==> src/rtl/norm_shift_pkg.sv <==
// Shared constants and result type for the normalisation stage and the ln() stage after it.
package norm_shift_pkg;

  localparam int DW       = 48;
  localparam int CW       = 6;
  localparam int ZERO_CNT = 48;

  typedef struct packed {
    logic [DW-1:0] mant;
    logic [CW-1:0] expo;
    logic          zero;
  } norm_res_t;

  // A count above the sample width can only come from a broken detector; report it as an all-zero sample.
  function automatic norm_res_t norm_result(input logic [DW-1:0] shifted, input logic [CW-1:0] cnt);
    norm_res_t r;
    if (cnt > CW'(ZERO_CNT)) begin
      r.mant = '0;
      r.expo = CW'(ZERO_CNT);
      r.zero = 1'b1;
    end else begin
      r.mant = shifted;
      r.expo = cnt;
      r.zero = (cnt == CW'(ZERO_CNT));
    end
    return r;
  endfunction

endpackage

==> src/rtl/norm_shift_if.sv <==
// Sample-in / result-out bundle of the normalisation stage.
interface norm_shift_if;
  import norm_shift_pkg::*;

  // valid/ready: a transfer happens on a clk edge where valid & ready are both 1; a source holding
  // valid keeps its data stable until that edge; ready may depend combinationally on the downstream ready.
  logic          in_valid;
  logic          in_ready;
  logic [DW-1:0] din;
  logic [CW-1:0] numz;
  logic          out_valid;
  logic          out_ready;
  logic [DW-1:0] mant;
  logic [CW-1:0] expo;
  logic          zero;

  modport slave (
    input  in_valid, din, numz, out_ready,
    output in_ready, out_valid, mant, expo, zero
  );

  modport master (
    output in_valid, din, numz, out_ready,
    input  in_ready, out_valid, mant, expo, zero
  );

endinterface

==> src/rtl/norm_barrel_shl.sv <==
// Combinational logarithmic left shifter: one level per count bit, zero fill, truncated to DW.
module norm_barrel_shl #(
  parameter int DW = 48,
  parameter int CW = 6
) (
  input  logic [DW-1:0] din,
  input  logic [CW-1:0] sh,
  output logic [DW-1:0] dout
);

  logic [DW-1:0] stg [CW+1];

  assign stg[0] = din;

  // Largest step first (32, 16, ... 1); each level shifts by 2**bit when that count bit is set.
  for (genvar i = 0; i < CW; i++) begin : g_lvl
    localparam int BIT = CW - 1 - i;
    assign stg[i+1] = sh[BIT] ? (stg[i] << (2**BIT)) : stg[i];
  end

  assign dout = stg[CW];

endmodule

==> src/rtl/norm_shift.sv <==
// Normalises each uniform sample so its MSB is 1, using the leading-zero detector's registered count.
module norm_shift
  import norm_shift_pkg::*;
(
  input logic        clk,
  input logic        reset,
  norm_shift_if.slave bus
);

  logic [DW-1:0] d0;
  logic          v0;
  logic          fresh;
  logic [CW-1:0] n0;
  logic [CW-1:0] cnt;
  logic          adv0;
  logic          in_ready_w;
  logic          load;
  logic [DW-1:0] shifted;
  norm_res_t     res_d;
  norm_res_t     res_q;
  logic          out_valid_q;

  // The detector count is only valid the cycle after din was sampled; later cycles use the latched copy.
  assign cnt        = fresh ? bus.numz : n0;
  assign adv0       = v0 & (~out_valid_q | bus.out_ready);
  assign in_ready_w = ~v0 | adv0;
  assign load       = bus.in_valid & in_ready_w;

  norm_barrel_shl #(
    .DW (DW),
    .CW (CW)
  ) u_shl (
    .din  (d0),
    .sh   (cnt),
    .dout (shifted)
  );

  assign res_d = norm_result(shifted, cnt);

  always_ff @(posedge clk or posedge reset) begin
    if (reset) begin
      d0    <= '0;
      v0    <= 1'b0;
      fresh <= 1'b0;
      n0    <= '0;
    end else if (load) begin
      d0    <= bus.din;
      v0    <= 1'b1;
      fresh <= 1'b1;
    end else if (adv0) begin
      v0    <= 1'b0;
      fresh <= 1'b0;
    end else if (v0 & fresh) begin
      n0    <= bus.numz;
      fresh <= 1'b0;
    end
  end

  always_ff @(posedge clk or posedge reset) begin
    if (reset) begin
      res_q       <= '0;
      out_valid_q <= 1'b0;
    end else if (adv0) begin
      res_q       <= res_d;
      out_valid_q <= 1'b1;
    end else if (bus.out_ready & out_valid_q) begin
      out_valid_q <= 1'b0;
    end
  end

  assign bus.in_ready  = in_ready_w;
  assign bus.out_valid = out_valid_q;
  assign bus.mant      = res_q.mant;
  assign bus.expo      = res_q.expo;
  assign bus.zero      = res_q.zero;

endmodule

==> src/flat_wrapper.sv <==
// flat-port wrapper written by rule: the top's interface ports become plain ports
module norm_shift_flat import norm_shift_pkg::*;
  (clk, reset, bus_in_valid, bus_din, bus_numz, bus_out_ready, bus_in_ready, bus_out_valid, bus_mant, bus_expo, bus_zero);
  norm_shift_if bus_i ();
  input logic clk;
  input logic reset;
  input wire logic [$bits(bus_i.in_valid)-1:0] bus_in_valid;
  input wire logic [$bits(bus_i.din)-1:0] bus_din;
  input wire logic [$bits(bus_i.numz)-1:0] bus_numz;
  input wire logic [$bits(bus_i.out_ready)-1:0] bus_out_ready;
  output wire logic [$bits(bus_i.in_ready)-1:0] bus_in_ready;
  output wire logic [$bits(bus_i.out_valid)-1:0] bus_out_valid;
  output wire logic [$bits(bus_i.mant)-1:0] bus_mant;
  output wire logic [$bits(bus_i.expo)-1:0] bus_expo;
  output wire logic [$bits(bus_i.zero)-1:0] bus_zero;
  assign bus_i.in_valid = bus_in_valid;
  assign bus_i.din = bus_din;
  assign bus_i.numz = bus_numz;
  assign bus_i.out_ready = bus_out_ready;
  assign bus_in_ready = bus_i.in_ready;
  assign bus_out_valid = bus_i.out_valid;
  assign bus_mant = bus_i.mant;
  assign bus_expo = bus_i.expo;
  assign bus_zero = bus_i.zero;
  norm_shift u_core (.clk(clk), .reset(reset), .bus(bus_i));
endmodule
==> config.mk <==
export PLATFORM = sky130hd
export DESIGN_NAME = norm_shift_flat
export DESIGN_NICKNAME = d
export VERILOG_FILES = /design/src/rtl/norm_shift_pkg.sv /design/src/rtl/norm_shift_if.sv /design/src/rtl/norm_barrel_shl.sv /design/src/rtl/norm_shift.sv /design/src/flat_wrapper.sv
export SDC_FILE = /design/constraint.sdc
export NUM_CORES = 1
export LEC_CHECK = 0
export CAP_MARGIN = 25
export CORE_MARGIN = 2
export CORE_UTILIZATION = 45
export DETAILED_ROUTE_END_ITERATION = 10
export DONT_BUFFER_PORTS = 1
export GPL_TIMING_DRIVEN = 0
export PLACE_DENSITY = 0.6
export SLEW_MARGIN = 20
export SYNTH_ARGS = -nofsm -noshare
export SYNTH_HDL_FRONTEND = slang
export SYNTH_HIERARCHICAL = 1
export SYNTH_SLANG_ARGS = --single-unit
==> constraint.sdc <==
create_clock -name clk -period 11.5 [get_ports clk]
set_input_delay 2.3 -clock clk [delete_from_list [all_inputs] [get_ports clk]]
set_output_delay 2.3 -clock clk [all_outputs]
set_load 0.1 [all_outputs]
After elaboration in Yosys (flattened, before gate mapping)
Index checks and enable logic that the tools add are counted.

storage, ports and cells
  logic and storage cells = 39
  output and inout bits = 57
  bits in registers = 112

cells by class
  equal/unequal tests = 1
  muxes and demuxes = 15
  bitwise gates (word level) = 10
  $lt $le $gt $ge = 1
  reduce and logical (&&, ||, !) cells = 4

operators by type and width
  operator            count
  $mux 48             6
  $mux 55             1
  $mux 1              7
  $eq 6x6->1 const B  1
  $gt 6x6->1 const B  1
  $mux 6              1
  $and 1x1->1         4
  $not 1->1           4
  $reduce_bool 2->1   2
  $reduce_and 3->1    1
  $reduce_bool 3->1   1
  $or 1x1->1          2

Logic depth before layout (Yosys ltp)
  depth after elaboration = 8
  mapped depth = 13
  depth with buffers taken out = 8

Hierarchy
The synthesis kept the hierarchy.

by module, submodules not included
  module           sequential area each (um2)  cells an instance  area an instance (um2)  instances
  norm_shift       2,802.7                     390                4,959.8                 1
  norm_barrel_shl  0.0                         452                3,378.2                 1

Worst setup path before layout
No wires, ideal clock.

  path kind = input to output
  from = input port bus_out_ready
  to = output port bus_in_ready
  path slack = 6.543 ns
  path buffers = 0
  arrival = 2.657 ns
  data required time = 9.200 ns
  cell stages on the path = 1
  cells stage by stage = nand3b_4

between the ends
  longest elaborated chain between the ends = 3

RTL lines
  element      RTL line            source
  from (decl)  flat_wrapper.sv:10  input wire logic [$bits(bus_i.out_ready)-1:0] bus_out_ready;
  $or 1x1->1   norm_shift.sv:25    assign adv0 = v0 & (~out_valid_q | bus.out_ready);
  $and 1x1->1  norm_shift.sv:25
  $or 1x1->1   norm_shift.sv:26    assign in_ready_w = ~v0 | adv0;
  to (decl)    flat_wrapper.sv:11  output wire logic [$bits(bus_i.in_ready)-1:0] bus_in_ready;

Every way passes these cells.

Worst setup path after layout
Same ends and word-level chain as after synthesis.

==> flow_summary_export.csv <==
group,metric,value,unit
hold_path,hp-start,"u_core/d0[47]$_DFFE_PP0P_",
floorplanning,pin_count,115,
clocking,cts_root_buf,"clkbuf_16",
layout,final_util,49.7,%
sta,worst_pin_slew,989,ps
synthesis,synth_nets,900,
synthesis,synth-warning-count,6,
global_route,grt_util_all_layers,31.2,%
worst_setup_path,worstPathArrival,2660,ps
sta,final_hold_viol_count,0,
clocking,clk_pin_slew_worst_paths,70,ps
layout,final_cell_area,9000,µm²
hold_path,hold_path.class,"register to register",
placement,placed_cell_area,8700,µm²
placement,io_buffers,0,
sta,fin_crit,4960,ps
floorplanning,start_util,46.1,%
synthesis,synth_edf_count,0,
synthesis,synth_flop_cell,"dfrtp_1",
synthesis,synth-seq-cells,112,
floorplanning,fp.dieH,140,µm
sta,skew,13.5,ps
synthesis,seq_area_frac_synth,33.6,%
drt,wl_per_cell,27.6,µm
layout,area_delta_synth_final,7.91,%
drt,drt_iter0_markers,793,
global_route,grt-ovfl-total,0,
drt,routed_wl,30100,µm
layout,fillers,1692,
global_route,grt_max_degree,62,
layout,nets,914,
global_route,met2_usage,49.1,%
sta,fin_setup_tns,0,ps
clocking,cts_hold_buf,0,
worst_setup_path,r2r_setup_slack,7810,ps
power_and_ir_drop,p_leak,3.71,nW
sta,grt_setup_unrepaired,"false",
synthesis,syn_inst,842,
placement,place_hpwl,23200,µm
clocking,post_cts_resized,0,
global_route,use_met3,4.72,%
synthesis,synth.distinct_cells,69,
global_route,grt_pass1_wl,46700,µm
placement,dp_slack,6370,ps
placement,gp_congestion,0.983,
worst_setup_path,cpPeakStageDelay,360,ps
status,status,"finished, violations left",
layout,drive_gt1_share,24.4,%
worst_setup_path,critical_path.endpoint,"bus_in_ready",
clocking,cts_tree,"done",
floorplanning,core.rowCount,49,
sta,period_share,43.1,%
floorplanning,core,18100,µm²
worst_setup_path,cp_max_fo,3,
clocking,post-cts-setup-buffer-count,0,
worst_setup_path,cp.depth,1,
sta,hold-worst-slack,510,ps
worst_setup_path,r2r-end,"u_core/bus.mant[38]$_DFFE_PP0P_",
placement,dp.cells,1074,
drt,ant_nets,0,
drt,drc,6,
sta,final_max_slew_viol_count,0,
layout,final_common_cell,"dfrtp_1",
synthesis,postSynthAreaPerCell,9.90,µm²
clocking,cts_made_buffers,9,
layout,fin_cells,1089,
sta,max_freq,202,MHz
floorplanning,die_w,140,µm
global_route,top_usage_layer,"met2",
synthesis,syn_area,8340,µm²
layout,antenna_cells,0,
power_and_ir_drop,power,2.32,mW
clocking,clock_path_buffers,2,
worst_setup_path,rr_worst_depth,10,
drt,dr.pass1.iters,9,
layout,layout_common_cells,"dfrtp_1 (112), mux2_2 (83), nand3_1 (68), o21ai_0 (68), mux2i_1 (51)",
worst_setup_path,worstSetupStartpointType,"input pin",
global_route,antenna_found_initial,0,
sta,setup_violations,0,
worst_setup_path,path_cells,"nand3b_4",
global_route,gr-usage-met1,43.8,%
clocking,cts.sinks,112,
global_route,grt_pass1_vias,7401,
clocking,clock_latency,370,ps
power_and_ir_drop,p_per_area,257,nW/µm²
power_and_ir_drop,vdd_drop_max,86.9,µV
flow_run,maxCapViolCount,0,
drt,vias,7448,
worst_setup_path,r2r_start,"u_core/fresh$_DFFE_PP0P_",
worst_setup_path,critical_path.endpoint_type,"output pin",
worst_setup_path,required,9200,ps
floorplanning,die_area,19600,µm²
sta,max-slew-margin-rel,33.2,%
worst_setup_path,critical_path.slowest_cell,"nand3b_4",
clocking,cts_max_level,3,
worst_setup_path,path_buf_inv,0,
worst_setup_path,path_class,"input pin to output pin",
sta,final.setup.worst_slack,6540,ps
worst_setup_path,startpoint,"bus_out_ready",
status,violations,"design-rule violations",
worst_setup_path,crit_family,"simple AND/OR/NAND/NOR gates",
synthesis,async_flop_share,100,%
drt,via_per_inst,6.84,
-- synth_stat cells (all sizes together), types with 3 or more instances --
cell	count	area, µm²
nand2b	16	100
a21o	3	22.5
clkbuf	35	131
or2	4	25.0
nand2	37	141
o211ai	7	52.6
dfrtp	112	2800
a2111oi	3	26.3
a221o	3	30.0
nor3	16	80.1
inv	9	33.8
mux2i	51	510
a31oi	7	43.8
and2	8	50.1
a221oi	16	146
and3	4	25.0
a21oi	25	125
o22a	3	26.3
o31ai	3	22.5
nand3b	6	70.1
mux4	21	473
nand3	69	358
nor2	35	131
o22ai	6	37.5
nor4	3	18.8
a22oi	59	498
nor2b	13	81.3
mux2	93	1080
a211oi	20	173
o21ai	71	359
buf	55	403
-- metal layers --
layer	vias up	part of all wire [%]	wire length, µm
met5	-	0	0
met4	0	3.4	1030
met3	58	6.5	1950
met2	394	46	13800
met1	3748	44	13300
li1	3248	-	-
-- cells by family after synthesis --
kind of cell / Yosys count / share of synthesized area [%]
multiplexers: 165 / 24.8
AND/OR/NAND/NOR: 215 / 13.4
flip-flops: 112 / 33.6
AO/OA/AOI/OAI: 249 / 21.3
buffers and inverters: 101 / 6.90
-- report_power, final --
group / total, mW / leakage [nW] / internal (mW) / switching [mW]
combinational: 0.914 / 2.19 / 0.366 / 0.548
clock: 0.329 / 0.148 / 0.172 / 0.157
sequential: 1.07 / 1.37 / 0.480 / 0.594
total: 2.32 / 3.71 / 1.02 / 1.30
-- cell type report --
cell class | instances | area (µm²) | share of cell area, %
Buffer | 90 | 534 | 5.94
Sequential cell | 112 | 2800 | 31.2
Timing Repair Buffer | 3 | 66.3 | 0.737
Clock inverter | 6 | 76.3 | 0.848
Tap cell | 229 | 287 | 3.18
Clock buffer | 9 | 225 | 2.50
Inverter | 11 | 46.3 | 0.515
Multi-Input combinational cell | 629 | 4960 | 55.1
-- sequential cells by signal (all words and copies together) (netlist names) --
name and flops:
u_core/bus.mant 48, u_core/d0 48, u_core/bus.expo 6, u_core/n0 6
u_core/bus.out_valid 1, u_core/bus.zero 1, u_core/fresh 1, u_core/v0 1
-- how the worst min path moves through the flow --
| stage | end | slack (ps) | cells past startpoint |
|---|---|---|---|
| global route | u_core/d0[1]$_DFFE_PP0P_ | 540 | 1 |
| global placement | u_core/d0[2]$_DFFE_PP0P_ | 500 | 1 |
| CTS | u_core/d0[47]$_DFFE_PP0P_ | 510 | 1 |
| detailed placement | u_core/d0[47]$_DFFE_PP0P_ | 500 | 1 |
| floorplan | u_core/d0[47]$_DFFE_PP0P_ | 480 | 1 |
| finish | u_core/d0[47]$_DFFE_PP0P_ | 510 | 1 |
No activity file was read; power rests on OpenSTA's default activity.
